**src/rtl/uart_pkg.sv**
```systemverilog
// Shared UART definitions: receiver FSM states, frame bit levels
// and parity-type encodings common to transmitter and receiver.
package uart_pkg;

    typedef enum logic [2:0] {
        IDLE,
        START,
        DATA,
        PARITY,
        STOP
    } rx_state_e;

    localparam logic PARITY_EVEN = 1'b0;
    localparam logic PARITY_ODD  = 1'b1;

    localparam logic START_BIT = 1'b0;
    localparam logic STOP_BIT  = 1'b1;

endpackage

```
**src/rtl/uart_rx_sampler.sv**
```systemverilog
// Line synchronizer and three-sample majority window for uart_rx.
// The window is positioned around the bit centre by the caller's counter.
module uart_rx_sampler
    import uart_pkg::*;
#(
    parameter int OVERSAMPLE = 8,
    localparam int CW = $clog2(OVERSAMPLE)
) (
    input  logic          clk,
    input  logic          rst,
    input  logic          rx_in,
    input  logic [CW-1:0] sample_cnt,
    output logic          rx_sync,
    output logic          sampled_bit,
    output logic          sample_strobe
);

    logic sync1_q, sync1_d;
    logic sync2_q, sync2_d;
    logic s0_q, s0_d;
    logic s1_q, s1_d;

    always_comb begin
        sync1_d = rx_in;
        sync2_d = sync1_q;
        s0_d    = s0_q;
        s1_d    = s1_q;
        if (sample_cnt == CW'(OVERSAMPLE / 2 - 1)) begin
            s0_d = sync2_q;
        end
        if (sample_cnt == CW'(OVERSAMPLE / 2)) begin
            s1_d = sync2_q;
        end
    end

    always_ff @(posedge clk) begin
        if (rst) begin
            sync1_q <= STOP_BIT;
            sync2_q <= STOP_BIT;
            s0_q    <= STOP_BIT;
            s1_q    <= STOP_BIT;
        end else begin
            sync1_q <= sync1_d;
            sync2_q <= sync2_d;
            s0_q    <= s0_d;
            s1_q    <= s1_d;
        end
    end

    // Third sample is the live synchronized value in the decision cycle
    assign rx_sync       = sync2_q;
    assign sample_strobe = (sample_cnt == CW'(OVERSAMPLE / 2 + 1));
    assign sampled_bit   = (s0_q & s1_q) | (s0_q & sync2_q) | (s1_q & sync2_q);

endmodule

```
**src/rtl/uart_rx.sv**
```systemverilog
// Oversampling UART receiver: start/data/parity/stop framing with
// one-cycle result pulses for good words, parity and stop errors.
module uart_rx
    import uart_pkg::*;
#(
    parameter int size       = 8,
    parameter int OVERSAMPLE = 8
) (
    input  logic            CLK,
    input  logic            RST,
    input  logic            RXIn,
    input  logic            ParityEn,
    input  logic            ParityType,
    output logic [size-1:0] ParallelData,
    output logic            DataValid,
    output logic            ParityError,
    output logic            StopError,
    output logic            Busy
);

    localparam int CW = $clog2(OVERSAMPLE);
    localparam int BW = (size > 1) ? $clog2(size) : 1;

    rx_state_e       state_q, state_d;
    logic [CW-1:0]   sample_cnt_q, sample_cnt_d;
    logic [BW-1:0]   bit_cnt_q, bit_cnt_d;
    logic [size-1:0] shift_q, shift_d;
    logic [size-1:0] data_q, data_d;
    logic            par_en_q, par_en_d;
    logic            par_type_q, par_type_d;
    logic            par_bit_q, par_bit_d;
    logic            dv_q, dv_d;
    logic            perr_q, perr_d;
    logic            serr_q, serr_d;

    logic rx_sync;
    logic sampled_bit;
    logic sample_strobe;
    logic bit_end;
    logic par_exp;

    uart_rx_sampler #(
        .OVERSAMPLE(OVERSAMPLE)
    ) u_sampler (
        .clk          (CLK),
        .rst          (RST),
        .rx_in        (RXIn),
        .sample_cnt   (sample_cnt_q),
        .rx_sync      (rx_sync),
        .sampled_bit  (sampled_bit),
        .sample_strobe(sample_strobe)
    );

    assign bit_end = (sample_cnt_q == CW'(OVERSAMPLE - 1));
    assign par_exp = (^shift_q) ^ (par_type_q == PARITY_ODD);

    always_comb begin
        state_d      = state_q;
        sample_cnt_d = bit_end ? '0 : sample_cnt_q + CW'(1);
        bit_cnt_d    = bit_cnt_q;
        shift_d      = shift_q;
        data_d       = data_q;
        par_en_d     = par_en_q;
        par_type_d   = par_type_q;
        par_bit_d    = par_bit_q;
        dv_d         = 1'b0;
        perr_d       = 1'b0;
        serr_d       = 1'b0;
        unique case (state_q)
            IDLE: begin
                sample_cnt_d = '0;
                if (rx_sync == START_BIT) begin
                    par_en_d     = ParityEn;
                    par_type_d   = ParityType;
                    bit_cnt_d    = '0;
                    sample_cnt_d = CW'(1);
                    state_d      = START;
                end
            end
            START: begin
                if (sample_strobe && sampled_bit != START_BIT) begin
                    sample_cnt_d = '0;
                    state_d      = IDLE;
                end else if (bit_end) begin
                    state_d = DATA;
                end
            end
            DATA: begin
                if (sample_strobe) begin
                    shift_d = {sampled_bit, shift_q[size-1:1]};
                end
                if (bit_end) begin
                    if (bit_cnt_q == BW'(size - 1)) begin
                        bit_cnt_d = '0;
                        state_d   = par_en_q ? PARITY : STOP;
                    end else begin
                        bit_cnt_d = bit_cnt_q + BW'(1);
                    end
                end
            end
            PARITY: begin
                if (sample_strobe) begin
                    par_bit_d = sampled_bit;
                end
                if (bit_end) begin
                    state_d = STOP;
                end
            end
            STOP: begin
                // Leave at the decision so back-to-back frames get half a bit of slack
                if (sample_strobe) begin
                    sample_cnt_d = '0;
                    state_d      = IDLE;
                    if (sampled_bit != STOP_BIT) begin
                        serr_d = 1'b1;
                    end else if (par_en_q && par_bit_q != par_exp) begin
                        perr_d = 1'b1;
                    end else begin
                        dv_d   = 1'b1;
                        data_d = shift_q;
                    end
                end
            end
            default: begin
                state_d = IDLE;
            end
        endcase
    end

    always_ff @(posedge CLK) begin
        if (RST) begin
            state_q      <= IDLE;
            sample_cnt_q <= '0;
            bit_cnt_q    <= '0;
            shift_q      <= '0;
            data_q       <= '0;
            par_en_q     <= 1'b0;
            par_type_q   <= 1'b0;
            par_bit_q    <= 1'b0;
            dv_q         <= 1'b0;
            perr_q       <= 1'b0;
            serr_q       <= 1'b0;
        end else begin
            state_q      <= state_d;
            sample_cnt_q <= sample_cnt_d;
            bit_cnt_q    <= bit_cnt_d;
            shift_q      <= shift_d;
            data_q       <= data_d;
            par_en_q     <= par_en_d;
            par_type_q   <= par_type_d;
            par_bit_q    <= par_bit_d;
            dv_q         <= dv_d;
            perr_q       <= perr_d;
            serr_q       <= serr_d;
        end
    end

    assign ParallelData = data_q;
    assign DataValid    = dv_q;
    assign ParityError  = perr_q;
    assign StopError    = serr_q;
    assign Busy         = (state_q != IDLE);

endmodule

```
**config.mk**
```make
export PLATFORM = sky130hd
export DESIGN_NAME = uart_rx
export DESIGN_NICKNAME = d
export VERILOG_FILES = /design/src/rtl/uart_pkg.sv /design/src/rtl/uart_rx_sampler.sv /design/src/rtl/uart_rx.sv
export SDC_FILE = /design/constraint.sdc
export NUM_CORES = 1
export LEC_CHECK = 0
export ABC_AREA = 0
export CAP_MARGIN = 10
export CORE_MARGIN = 3
export CORE_UTILIZATION = 30
export CTS_CLUSTER_DIAMETER = 200
export DETAILED_ROUTE_END_ITERATION = 10
export PLACE_DENSITY = 0.6
export SLEW_MARGIN = 10
export SYNTH_ARGS = -nofsm -noshare
export SYNTH_HDL_FRONTEND = slang
export SYNTH_SLANG_ARGS = --single-unit
```
**constraint.sdc**
```tcl
create_clock -name CLK -period 1.9 [get_ports CLK]
set_input_delay 0.57 -clock CLK [delete_from_list [all_inputs] [get_ports CLK]]
set_output_delay 0.57 -clock CLK [all_outputs]
set_load 0.01 [all_outputs]
```
Word-level counts from Yosys, hierarchy flattened --
Index checks and enable logic that the tools add are counted.
Word-level totals: bits in registers 35, output and inout bits 12, RAM bits 0, memory bits (read-only) 0, memories kept 0, bits in latches 0
Operators by class: multiply operators 0, bitwise logic cells 11, reductions and logical operators 14, eq/ne operators 16, shift-type cells 0, add/subtract/negate cells 2, div/mod/pow operators 0, mux-type cells 21, order comparisons 0
Operators with widths (count):
- $mux W3 | 14
- $eq A3 B3 Y1 const B | 5
- $pmux W3 S5 | 1
- $ne A2 B2 Y1 const B | 5
- $eq A3 B2 Y1 const B | 3
- $pmux W3 S3 | 1
- $reduce_xor A8 Y1 | 1
- $add A3 B1 Y3 const B | 2
- $pmux W3 S2 | 1
- $reduce_and A2 Y1 | 3
- $reduce_and A6 Y1 | 1
- $not A1 Y1 | 5
- $mux W1 | 4
- $reduce_and A4 Y1 | 1
- $reduce_or A4 Y1 | 1
- $and A1 B1 Y1 | 3
- $eq A3 B1 Y1 const B | 1
- $logic_not A3 Y1 | 1
- $ne A3 B3 Y1 const B | 1
- $reduce_and A3 Y1 | 1
- $reduce_bool A3 Y1 | 1
- $reduce_or A3 Y1 | 1
- $logic_and A1 B1 Y1 | 2
- $or A1 B1 Y1 | 2
- 3 further kinds | 3

Logic depth before layout (Yosys ltp) --
depth in word-level cells 6, depth in mapped cells 7, gate-level depth less buffers 7

Hierarchy --
Synthesis repeated with hierarchy kept, for this count alone.
Second synthesis, totals: cells, all modules 154, area total of the unflattened synthesis 1545.2 um2
Modules (own cells, without submodules):
- uart_rx | area an instance 1381.3 um2, cells an instance 139, times used 1, sequential area each 620.6 um2
- uart_rx_sampler | area an instance 163.9 um2, cells an instance 15, times used 1, sequential area each 80.1 um2

Worst setup path after synthesis --
Ideal clock, no wire load.
path kind register -> register, from register shift_q[4], to register data_q[0] (netlist: ParallelData[0]), path slack 0.172 ns, setup time 0.072 ns, buffers on the path 1, data arrival time 1.657 ns, stages on the path, launching flop included 7, clock period less this slack 1.728 ns, path through dfxtp_1 -> xor2_1 -> xnor3_1 -> xnor2_1 -> a211oi_1 -> buf_6 -> mux2i_1
Between the ends: word-level cells in the longest chain between the ends 6
Ends and longest elaborated chain:
- from (decl) | RTL line uart_rx.sv:27 | logic [size-1:0] shift_q, shift_d;
- from (signal assigned) | RTL line uart_rx.sv:147 | shift_q <= shift_d;
- $reduce_xor A8 Y1 | RTL line uart_rx.sv:55 | assign par_exp = (^shift_q) ^ (par_type_q == PARITY_ODD);
- $xor A1 B1 Y1 | RTL line uart_rx.sv:55
- $ne A1 B1 Y1 | RTL line uart_rx.sv:116 | end else if (par_en_q && par_bit_q != par_exp) begin
- $logic_and A1 B1 Y1 | RTL line uart_rx.sv:116
- $not A1 Y1 (no line)
- $reduce_and A4 Y1 (no line)
- to (signal assigned) | RTL line uart_rx.sv:148 | data_q <= data_d;
- to (decl) | RTL line uart_rx.sv:28 | logic [size-1:0] data_q, data_d;
Every way passes these cells. A chain may end at the register's enable or synchronous reset.

Worst setup path after layout --
from register state_q[1], to output port Busy
Between the ends: word-level cells in the longest chain between the ends 1
Ends and longest elaborated chain:
- from (decl) | RTL line uart_rx.sv:24 | rx_state_e state_q, state_d;
- from (signal assigned) | RTL line uart_rx.sv:144 | state_q <= state_d;
- $reduce_bool A3 Y1 | RTL line uart_rx.sv:162 | assign Busy = (state_q != IDLE);
- to (decl) | RTL line uart_rx.sv:18 | output logic Busy
Every way passes these cells.

==> flow_metrics.py <==
metrics = {
    "critical_path": {
        "arrival_ns": 1.26,
        "worst-path-buf-inv": 1,
        "start_kind": "register",
        "r2r_cells": 6,
        "worstSetupEndpointType": "primary output",
        "path_delay_family": "simple AND/OR/NAND/NOR gates",
        "worst_ep_required_time_ns": 1.33,
        "crit_fanout": 2,
        "worstPathCellList": "or3_1 > dlygate4sd2_1",
        "r2r_slack_ns": 0.14,
        "max_stage_delay_ns": 0.38,
        "crit_path_top_delay_cell": "or3_1",
        "startpoint": "state_q[1]$_SDFFE_PP0P_",
        "r2r-end": "ParallelData[7]$_SDFFE_PP0P_",
        "r2r_start": "shift_q[4]$_SDFFE_PP0P_",
        "crit_type": "register to primary output",
    },
    "logic_synthesis": {
        "synth-seq-cells": 35,
        "synth_edf_count": 0,
        "syn_avg_cell_area_um2": 9.86,
        "syn_inst": 163,
        "syn_nets": 175,
        "yosys_warnings": 0,
        "synth_area_mm2": 0.00161,
        "synth_cell_types": 38,
        "ys_async_sr_fraction_pct": 0,
        "synthFlopType": "dfxtp_1",
        "ys_seq_area_share_pct": 43.6,
    },
    "cts": {
        "cts_max_path_buffers": 2,
        "htreeDepth": 2,
        "cts_setup_buffers": 0,
        "clock-sinks": 35,
        "cts_tree": "done",
        "cts_made_buffers": 5,
        "clk_pin_slew_worst_paths_ns": 0.06,
        "root_buffer": "clkbuf_8",
        "clk_latency_ns": 0.28,
    },
    "finish": {
        "drive_above_1_share_pct": 10.8,
        "area.growth.synth_to_final_pct": 22.6,
        "finalNetCount": 199,
        "diodes": 0,
        "seqCellArea_um2": 704,
        "multi_input_area_um2": 846,
        "final.fill_count": 559,
    },
    "pwr": {
        "intPower_w": 0.00102,
        "p_sw_w": 0.000266,
        "p_clk_share_pct": 37.1,
        "netSwitchingFraction_pct": 20.8,
        "p_leak_nw": 0.705,
        "power_density_mw_per_mm2": 650,
        "power_frac_comb_pct": 4.8,
        "max-vdd-ir-drop_uv": 256,
        "seqPwrFrac_pct": 58.1,
    },
    "timing": {
        "holdWs_ns": 0.413,
        "fin_setup_tns_ns": 0,
        "drv_slew": 0,
        "rsz0062_at_grt": "no",
        "finalCritPeriodShare_pct": 96.4,
        "hold_violations": 0,
        "max_freq_ghz": 0.546,
        "worstMarginPinSlew_ns": 0.362,
        "skew_ns": 0.00323,
        "setup_viol": 0,
        "period_minus_slack_ns": 1.83,
        "relSlewSlack_pct": 75.9,
    },
    "floorplanning": {
        "num_rows": 26,
        "core_mm2": 0.00514,
        "die_x_um": 79.2,
        "dieHeight_um": 79.2,
        "start_util_pct": 31.3,
        "io_pins": 17,
        "dieArea_mm2": 0.00627,
    },
    "worst_hold_path": {
        "min_from": "u_sampler.sync1_q$_SDFF_PP1_",
        "hold_depth": 1,
        "min_path_type": "register to register",
        "hold_end": "u_sampler.rx_sync$_SDFF_PP1_",
    },
    "routing": {
        "post_drt_via_cell_ratio": 4.55,
        "ant_nets": 0,
        "drcViolationCount": 0,
        "num_vias": 1164,
        "wl_per_cell_um": 11.2,
        "wirelength_um": 2860,
        "drt-initial-drc-count": 40,
        "firstDrtPassIters": 4,
    },
    "global_route": {
        "grt_max_degree": 44,
        "grt_pass1_wl_um": 5010,
        "grt_usage_pct": 10.3,
        "antenna_found_initial": 0,
        "grt-ovfl-total": 0,
        "grt_pass1_vias": 1087,
    },
    "placed_design": {
        "port_buffers": 16,
        "place.gp.congestion": 0.776,
        "hpwl_um": 2030,
    },
    "flow_run": {
        "drv_cap": 0,
    },
    "status": {
        "status": "finished clean",
    },
}
metrics by stage:
stage	power, W	setup slack (ns)	instance area (µm²)	utilization (%)	instances
3_3_place_gp	0.000824	0.142	1900	36.9	250
5_1_grt	0.00135	0.00151	1970	38.4	256
2_1_floorplan	0.000797	0.172	1610	-	163
3_5_place_dp	0.000824	0.107	1900	36.9	250
6_report	0.00128	0.0679	1970	38.4	256
4_1_cts	0.00131	0.0163	1970	38.3	256
routing by layer:
layer	global-route usage, %	wire length, µm	up-vias
met2	14.9	1270	13
li1	-	-	608
met3	3.51	84	2
met5	0	0	-
met4	6.53	41	0
met1	13.1	1470	541
cell usage in the layout (no fill, tap or decap), types with 2 or more instances in the layout:
cell type and count:
buf_4 8, ha_1 7, or2_2 2, a21oi_1 8, dfxtp_2 3, o211ai_1 2, clkbuf_8 5, or3_1 4
nor2b_1 2, nand2b_1 16, inv_1 6, a32oi_1 2, nor2_1 16, a211oi_1 2, xor2_1 2, mux2i_1 21
nand2_1 2, xnor2_1 5, o21ai_0 2, clkdlybuf4s50_1 15, dfxtp_1 32, nor3_1 4
cell type report:
class                           count  share of cell area (%)
Clock buffer                        6                    3.68
Inverter                            6                    1.14
Multi-Input combinational cell    114                    42.9
Sequential cell                    35                    35.7
Tap cell                           70                    4.44
Timing Repair Buffer               25                    12.1
sequential cells by signal (all words and copies together), names as in the netlist, 3 cells and up:
| register | count |
|---|---|
| ParallelData | 8 |
| shift_q | 8 |
| state_q | 3 |
| bit_cnt_q | 3 |
| sample_cnt_q | 3 |
power groups by stage:
stage	Clock, W	Sequential, W	Combinational [W]
after floorplan	0	0.000760	0.0000374
after global placement	0	0.000761	0.0000630
after detailed placement	0	0.000761	0.0000628
after CTS	0.000503	0.000745	0.0000624
after global routing	0.000533	0.000745	0.0000682
final	0.000475	0.000745	0.0000613
logic make-up (layout without fill, tap and decap cells):
family / after synthesis / after routing / share of synthesized area (%)
fa+ha+maj: 8 / 8 / 6.07
simple gates: 55 / 55 / 19.1
mux: 21 / 21 / 13.1
xor+xnor: 8 / 8 / 5.21
compound gates: 22 / 22 / 9.18
flops: 35 / 35 / 43.6
buf+inv: 14 / 37 / 3.81
cells in the mapped netlist, types with 4 or more instances:
cell type | number | area, µm²
dfxtp_1 | 35 | 701
mux2i_1 | 21 | 210
nand2b_1 | 16 | 100
nor2_1 | 16 | 60.1
a21oi_1 | 8 | 40.0
ha_1 | 7 | 87.6
clkbuf_1 | 6 | 22.5
inv_1 | 6 | 22.5
xnor2_1 | 5 | 43.8
nor3_1 | 4 | 20.0
or3_1 | 4 | 25.0
worst max path at each step:
stage                              endpoint  cells after the start
2_1_floorplan  ParallelData[0]$_SDFFE_PP0P_                      6
3_3_place_gp                           Busy                      2
3_5_place_dp   ParallelData[1]$_SDFFE_PP0P_                      6
4_1_cts                                Busy                      2
5_1_grt        ParallelData[7]$_SDFFE_PP0P_                      6
6_report                               Busy                      2
what timing repair did:
item                                    CTS  global route
endpoints found under the setup margin    1             4
hold buffers                              0             0
resized for setup                         1             3
Note: power is estimated with default switching activity, not from simulation.
==> RTL edit 1: new RTL, config.mk and constraints unchanged <==
Take the reset off `shift_q` and `data_q` and load them in a clocked block of their own.
--- a/src/rtl/uart_rx.sv
+++ b/src/rtl/uart_rx.sv
@@ -133,6 +133,4 @@
             sample_cnt_q <= '0;
             bit_cnt_q    <= '0;
-            shift_q      <= '0;
-            data_q       <= '0;
             par_en_q     <= 1'b0;
             par_type_q   <= 1'b0;
@@ -145,6 +143,4 @@
             sample_cnt_q <= sample_cnt_d;
             bit_cnt_q    <= bit_cnt_d;
-            shift_q      <= shift_d;
-            data_q       <= data_d;
             par_en_q     <= par_en_d;
             par_type_q   <= par_type_d;
@@ -154,4 +150,9 @@
             serr_q       <= serr_d;
         end
+    end
+
+    always_ff @(posedge CLK) begin
+        shift_q <= shift_d;
+        data_q  <= data_d;
     end
 
Function: same outputs for any inputs over 10 cycles, from zero or initial values and one cycle with RST high; that may be too few to reach the edited logic, so the function may still have changed.
==> RTL edit 1 against the unedited design <==
- global-route usage shrank 0.18 points
- die area down 4.6%
- sequential share of layout area up 7.3 points
- count of clock-buffer cells in the layout fell by 1
- wire length down 2.7%
- final cell count fell by 9.4%
- final area increased by 1.5%
- worst setup slack worse by 19 ps
- worst hold slack improved by 1.4 ps
- first-iteration DRC count down 18%
- area after synthesis down 5.0%
- sequential cell count stayed put
Power is not compared: it rests on default switching activity, and its combinational part moved more than twofold at a synthesized area within 25%.
==> RTL edit 1: results (changes against the unedited design) <==
| Metric | Value |
|---|---|
| Wire length per cell | 12.0 um (was 11.2 um) |
| Final net count | 176 (was 199) |
| Syn_nets | 145 (was 175) |
| Iter 0 DRT Violations | 33 (was 40) |
| DR WL met3 | 169 um (was 84 um) |
| Sequential share of the synthesized area | 0.563 (was 0.436) |
| First-pass GRT wire length | 4620 um (was 5010 um) |
| VDD IR-drop max | 0.000383 V |
| Pre-CTS setup slack | -15.1 ps (was 107 ps) |
| CTS clk-pin slew, worst paths | 70 ps |
| Top FF cell, synth | dfxtp_1 (unchanged) |
| Synth top cells by count | 19 x dfxtp_1, 16 x edfxtp_1, 13 x nor2_1, 8 x inv_1, 8 x nand2_1 (was 35 x dfxtp_1, 21 x mux2i_1, 16 x nand2b_1, 16 x nor2_1, 8 x a21oi_1) |
| Syn. warnings | 0 (unchanged) |
| GPL Wtd Cong | 0.825 (was 0.776) |
| Total Routing Usage GR | 0.101 (was 0.103) |
| Met2 wire len | 1300 um (was 1270 um) |
| DP Wirelength | 2090 um (was 2030 um) |
| Antenna violations before repair | 0 (unchanged) |
| CP max stage delay | 440 ps (was 380 ps) |
| Synth unique cells | 45 (was 38) |
| Max layer used | met4 (unchanged) |
| Via-to-Cell Ratio | 4.58 (was 4.55) |
| Vias in the first global route | 995 (was 1087) |
| Clock Tree Root | clkbuf_8 (unchanged) |
| Status | complete, no violations (unchanged) |
| Number of enable flip-flop cells after synthesis | 16 (was 0) |
| Share of layout cells above drive strength 1 | 0.200 (was 0.108) |
| Port Buf Inserts | 16 (unchanged) |
| H-tree levels | 2 (unchanged) |
| Final Skew | 4.55 ps (was 3.23 ps) |
| Hold WC Path Type | reg -> reg (unchanged) |
| Async set-reset flop share out of synthesis | 0 (unchanged) |
| Worst Path Required | 1920 ps (was 1330 ps) |
| Max stage delay cell, worst path | xnor3_1 (was or3_1) |
| Worst-path maximum fanout | 8 (was 2) |
| Worst skew pair latency | 290 ps |
| Leading post-synthesis cells by cell area | edfxtp_1 31%, dfxtp_1 25%, ha_1 5.7% (was dfxtp_1 44%, mux2i_1 13%, nand2b_1 6.2%) |
| Pleak | 0.000754 uW |
| Number of buffers created by CTS | 5 (unchanged) |
| CP top delay family | XOR/XNOR gates (was simple AND/OR/NAND/NOR gates) |
| Clock buffer depth | 2 (unchanged) |
| Sw frac | 0.238 |
| Diodes inserted | 0 (unchanged) |
| Routed length on met1 | 1260 um (was 1470 um) |
| Placed inst area | 1830 um2 (was 1900 um2) |
| Max transition margin | 0.703 (was 0.759) |
| Drt pass-1 iters | 4 (unchanged) |
| Largest net degree at the start of global routing | 13 (was 44) |
RTL edit 1: worst paths after layout:
path | from | to | slack, ps | cells past startpoint
setup / recovery | shift_q[3] | ParallelData[7] | 50 | 6
hold / removal | u_sampler.sync1_q | u_sampler.rx_sync | 410 | 1
setup reg to reg | shift_q[3] | ParallelData[7] | 50 | 6
hold reg to reg | u_sampler.sync1_q | u_sampler.rx_sync | 410 | 1
RTL edit 1: power groups by stage:
stage / clock (uW) / sequential (uW) / combinational (uW)
global placement: 0 / 824 / 180
floorplan: 0 / 821 / 128
detailed placement: 0 / 826 / 185
CTS: 684 / 808 / 184
finish: 664 / 808 / 187
global route: 718 / 810 / 210
RTL edit 1: cell type report:
| cell class | instances | area [um2] |
|---|---|---|
| repair buffers | 29 | 270 |
| inverters | 8 | 30.0 |
| clock buffers | 5 | 68.8 |
| clock inverters | 3 | 43.8 |
| flip-flops and latches | 35 | 861 |
| multi-input cells | 85 | 644 |
| well taps | 67 | 83.8 |
| fillers | 475 | 2820 |
RTL edit 1: cells by family after synthesis:
family                     Yosys count  synth area share
adders and majority gates            8            0.0647
xor gates and xnor gates             8            0.0549
buffers and inverters               13            0.0385
muxes                                2            0.0131
AOI/OAI and AO/OA                   26             0.129
DFF                                 35             0.563
and+or+nand+nor                     41             0.137
RTL edit 1: per-layer routing:
layer,vias up,track usage
met5,-,0
met4,0,0.0480
met3,5,0.0429
met2,21,0.154
met1,497,0.124
li1,539,-
RTL edit 1: per-stage QoR:
step	total power [uW]	utilization	setup TNS [ps]	std cells
detailed placement	1010	0.379	-120	219
finish	1660	0.416	0	232
global placement	1000	0.379	0	219
global route	1740	0.416	-391	232
floorplan	949	-	0	133
CTS	1680	0.409	0	229
RTL edit 1: what timing repair did:
item / 4_1_cts / 5_1_grt
resized for setup: 4 / 2
buffers inserted: 2 / 3
setup endpoints to repair: 9 / 9
pin swaps: 1 / 3
endpoints found under the hold margin: 0 / 0
==> RTL edit 2: new RTL, same flow settings <==
Without the edit above. The parameter `size` goes from 8 to 4.
--- a/src/rtl/uart_rx.sv
+++ b/src/rtl/uart_rx.sv
@@ -4,5 +4,5 @@
     import uart_pkg::*;
 #(
-    parameter int size       = 8,
+    parameter int size       = 4,
     parameter int OVERSAMPLE = 8
 ) (
Interface: changed (resized ParallelData); port bits go from 17 to 13. No check against the original RTL was run, so the function may have changed too.
==> RTL edit 2 against the unedited design <==
- sequential cell count shrank 9
- area after synthesis shrank 23%
- fmax grew 1.3%
- wire length shrank 18%
- worst setup slack gained 23 ps
- final area shrank 23%
- synthesized cell count shrank 13%
Power is not compared: it rests on default switching activity, and its combinational part moved more than twofold at a synthesized area within 25%.
==> RTL edit 2: results (changes against the unedited design) <==
| Metric | Value |
|---|---|
| Status | complete, no violations (unchanged) |
| CTS clk-pin slew, worst paths | 90 ps (was 60 ps) |
| Total Routing Usage GR | 0.105 (was 0.103) |
| Slew @ Worst Pin | 405 ps (was 362 ps) |
| Iter 0 DRT Violations | 17 (was 40) |
| Final Skew | 1.14 ps (was 3.23 ps) |
| GPL Wtd Cong | 0.803 (was 0.776) |
| Final net count | 173 (was 199) |
| Via count | 986 (was 1164) |
| R2R setup slack | 170 ps (was 140 ps) |
| First-pass GRT wire length | 4230 um (was 5010 um) |
| Syn Inst Count | 142 (was 163) |
| Synth unique cells | 34 (was 38) |
| Reg2Reg Launch Point | sample_cnt_q[0] (was shift_q[4]) |
| DP Wirelength | 1810 um (was 2030 um) |
| Worst-path maximum fanout | 3 (was 2) |
| Wire length per cell | 11.3 um (was 11.2 um) |
| Largest net degree at the start of global routing | 15 (was 44) |
| Routed length on met1 | 1110 um (was 1470 um) |
| Reg-to-reg endpoint | state_q[0] (was ParallelData[7]) |
| Fillers | 362 (was 559) |
| Port Buf Inserts | 12 (was 16) |
| Vias in the first global route | 981 (was 1087) |
| CP arrival | 1240 ps (was 1260 ps) |
| Sequential share of the synthesized area | 0.418 (was 0.436) |
| DR WL met3 | 65 um (was 84 um) |
| Placed inst area | 1470 um2 (was 1900 um2) |
[RTL edit 2: cell type report]
| type | instances | area share |
|---|---|---|
| sequential | 26 | 0.342 |
| inverter | 6 | 0.0148 |
| timing repair buffer | 21 | 0.123 |
| tap | 48 | 0.0394 |
| clock buffer | 4 | 0.0362 |
| multi-input combinational | 104 | 0.445 |
[RTL edit 2: worst max-delay path by stage]
stage               startpoint    endpoint  slack (ps)  depth (start not counted)
2_1_floorplan  sample_cnt_q[0]  state_q[0]         290                          6
3_3_place_gp        state_q[2]        Busy         160                          2
3_5_place_dp        state_q[2]        Busy         160                          2
4_1_cts             state_q[2]        Busy          40                          2
5_1_grt             state_q[2]        Busy          40                          2
6_report            state_q[2]        Busy          90                          2
[RTL edit 2: per-layer routing]
| metal | vias to the layer above | track usage |
|---|---|---|
| met3 | 5 | 0.0173 |
| met4 | 0 | 0.0532 |
| li1 | 520 | - |
| met5 | - | 0 |
| met2 | 15 | 0.178 |
| met1 | 446 | 0.126 |
[RTL edit 2: stage by stage]
stage,hold WS [ps],worst slack (ps)
3_3_place_gp,401,160
6_report,424,90.7
4_1_cts,423,39.3
2_1_floorplan,389,287
3_5_place_dp,402,162
5_1_grt,446,43.4
[RTL edit 2: cell families (layout without fill, tap and decap cells)]
family          after synthesis  count (layout)  synth area share
fa+ha+maj                     7               7            0.0693
mux                           8               8            0.0643
simple gates                 63              63             0.247
flops                        26              26             0.418
compound gates               22              22             0.124
xor+xnor                      4               4            0.0392
buf+inv                      12              31            0.0382
[RTL edit 2: report_power, final]
group	switching [uW]	leakage, uW	internal (uW)	total (uW)
registers	19.9	0.000211	575	595
logic	197	0.000330	167	364
clock network	172	0.0000288	185	357
total	389	0.000569	927	1320
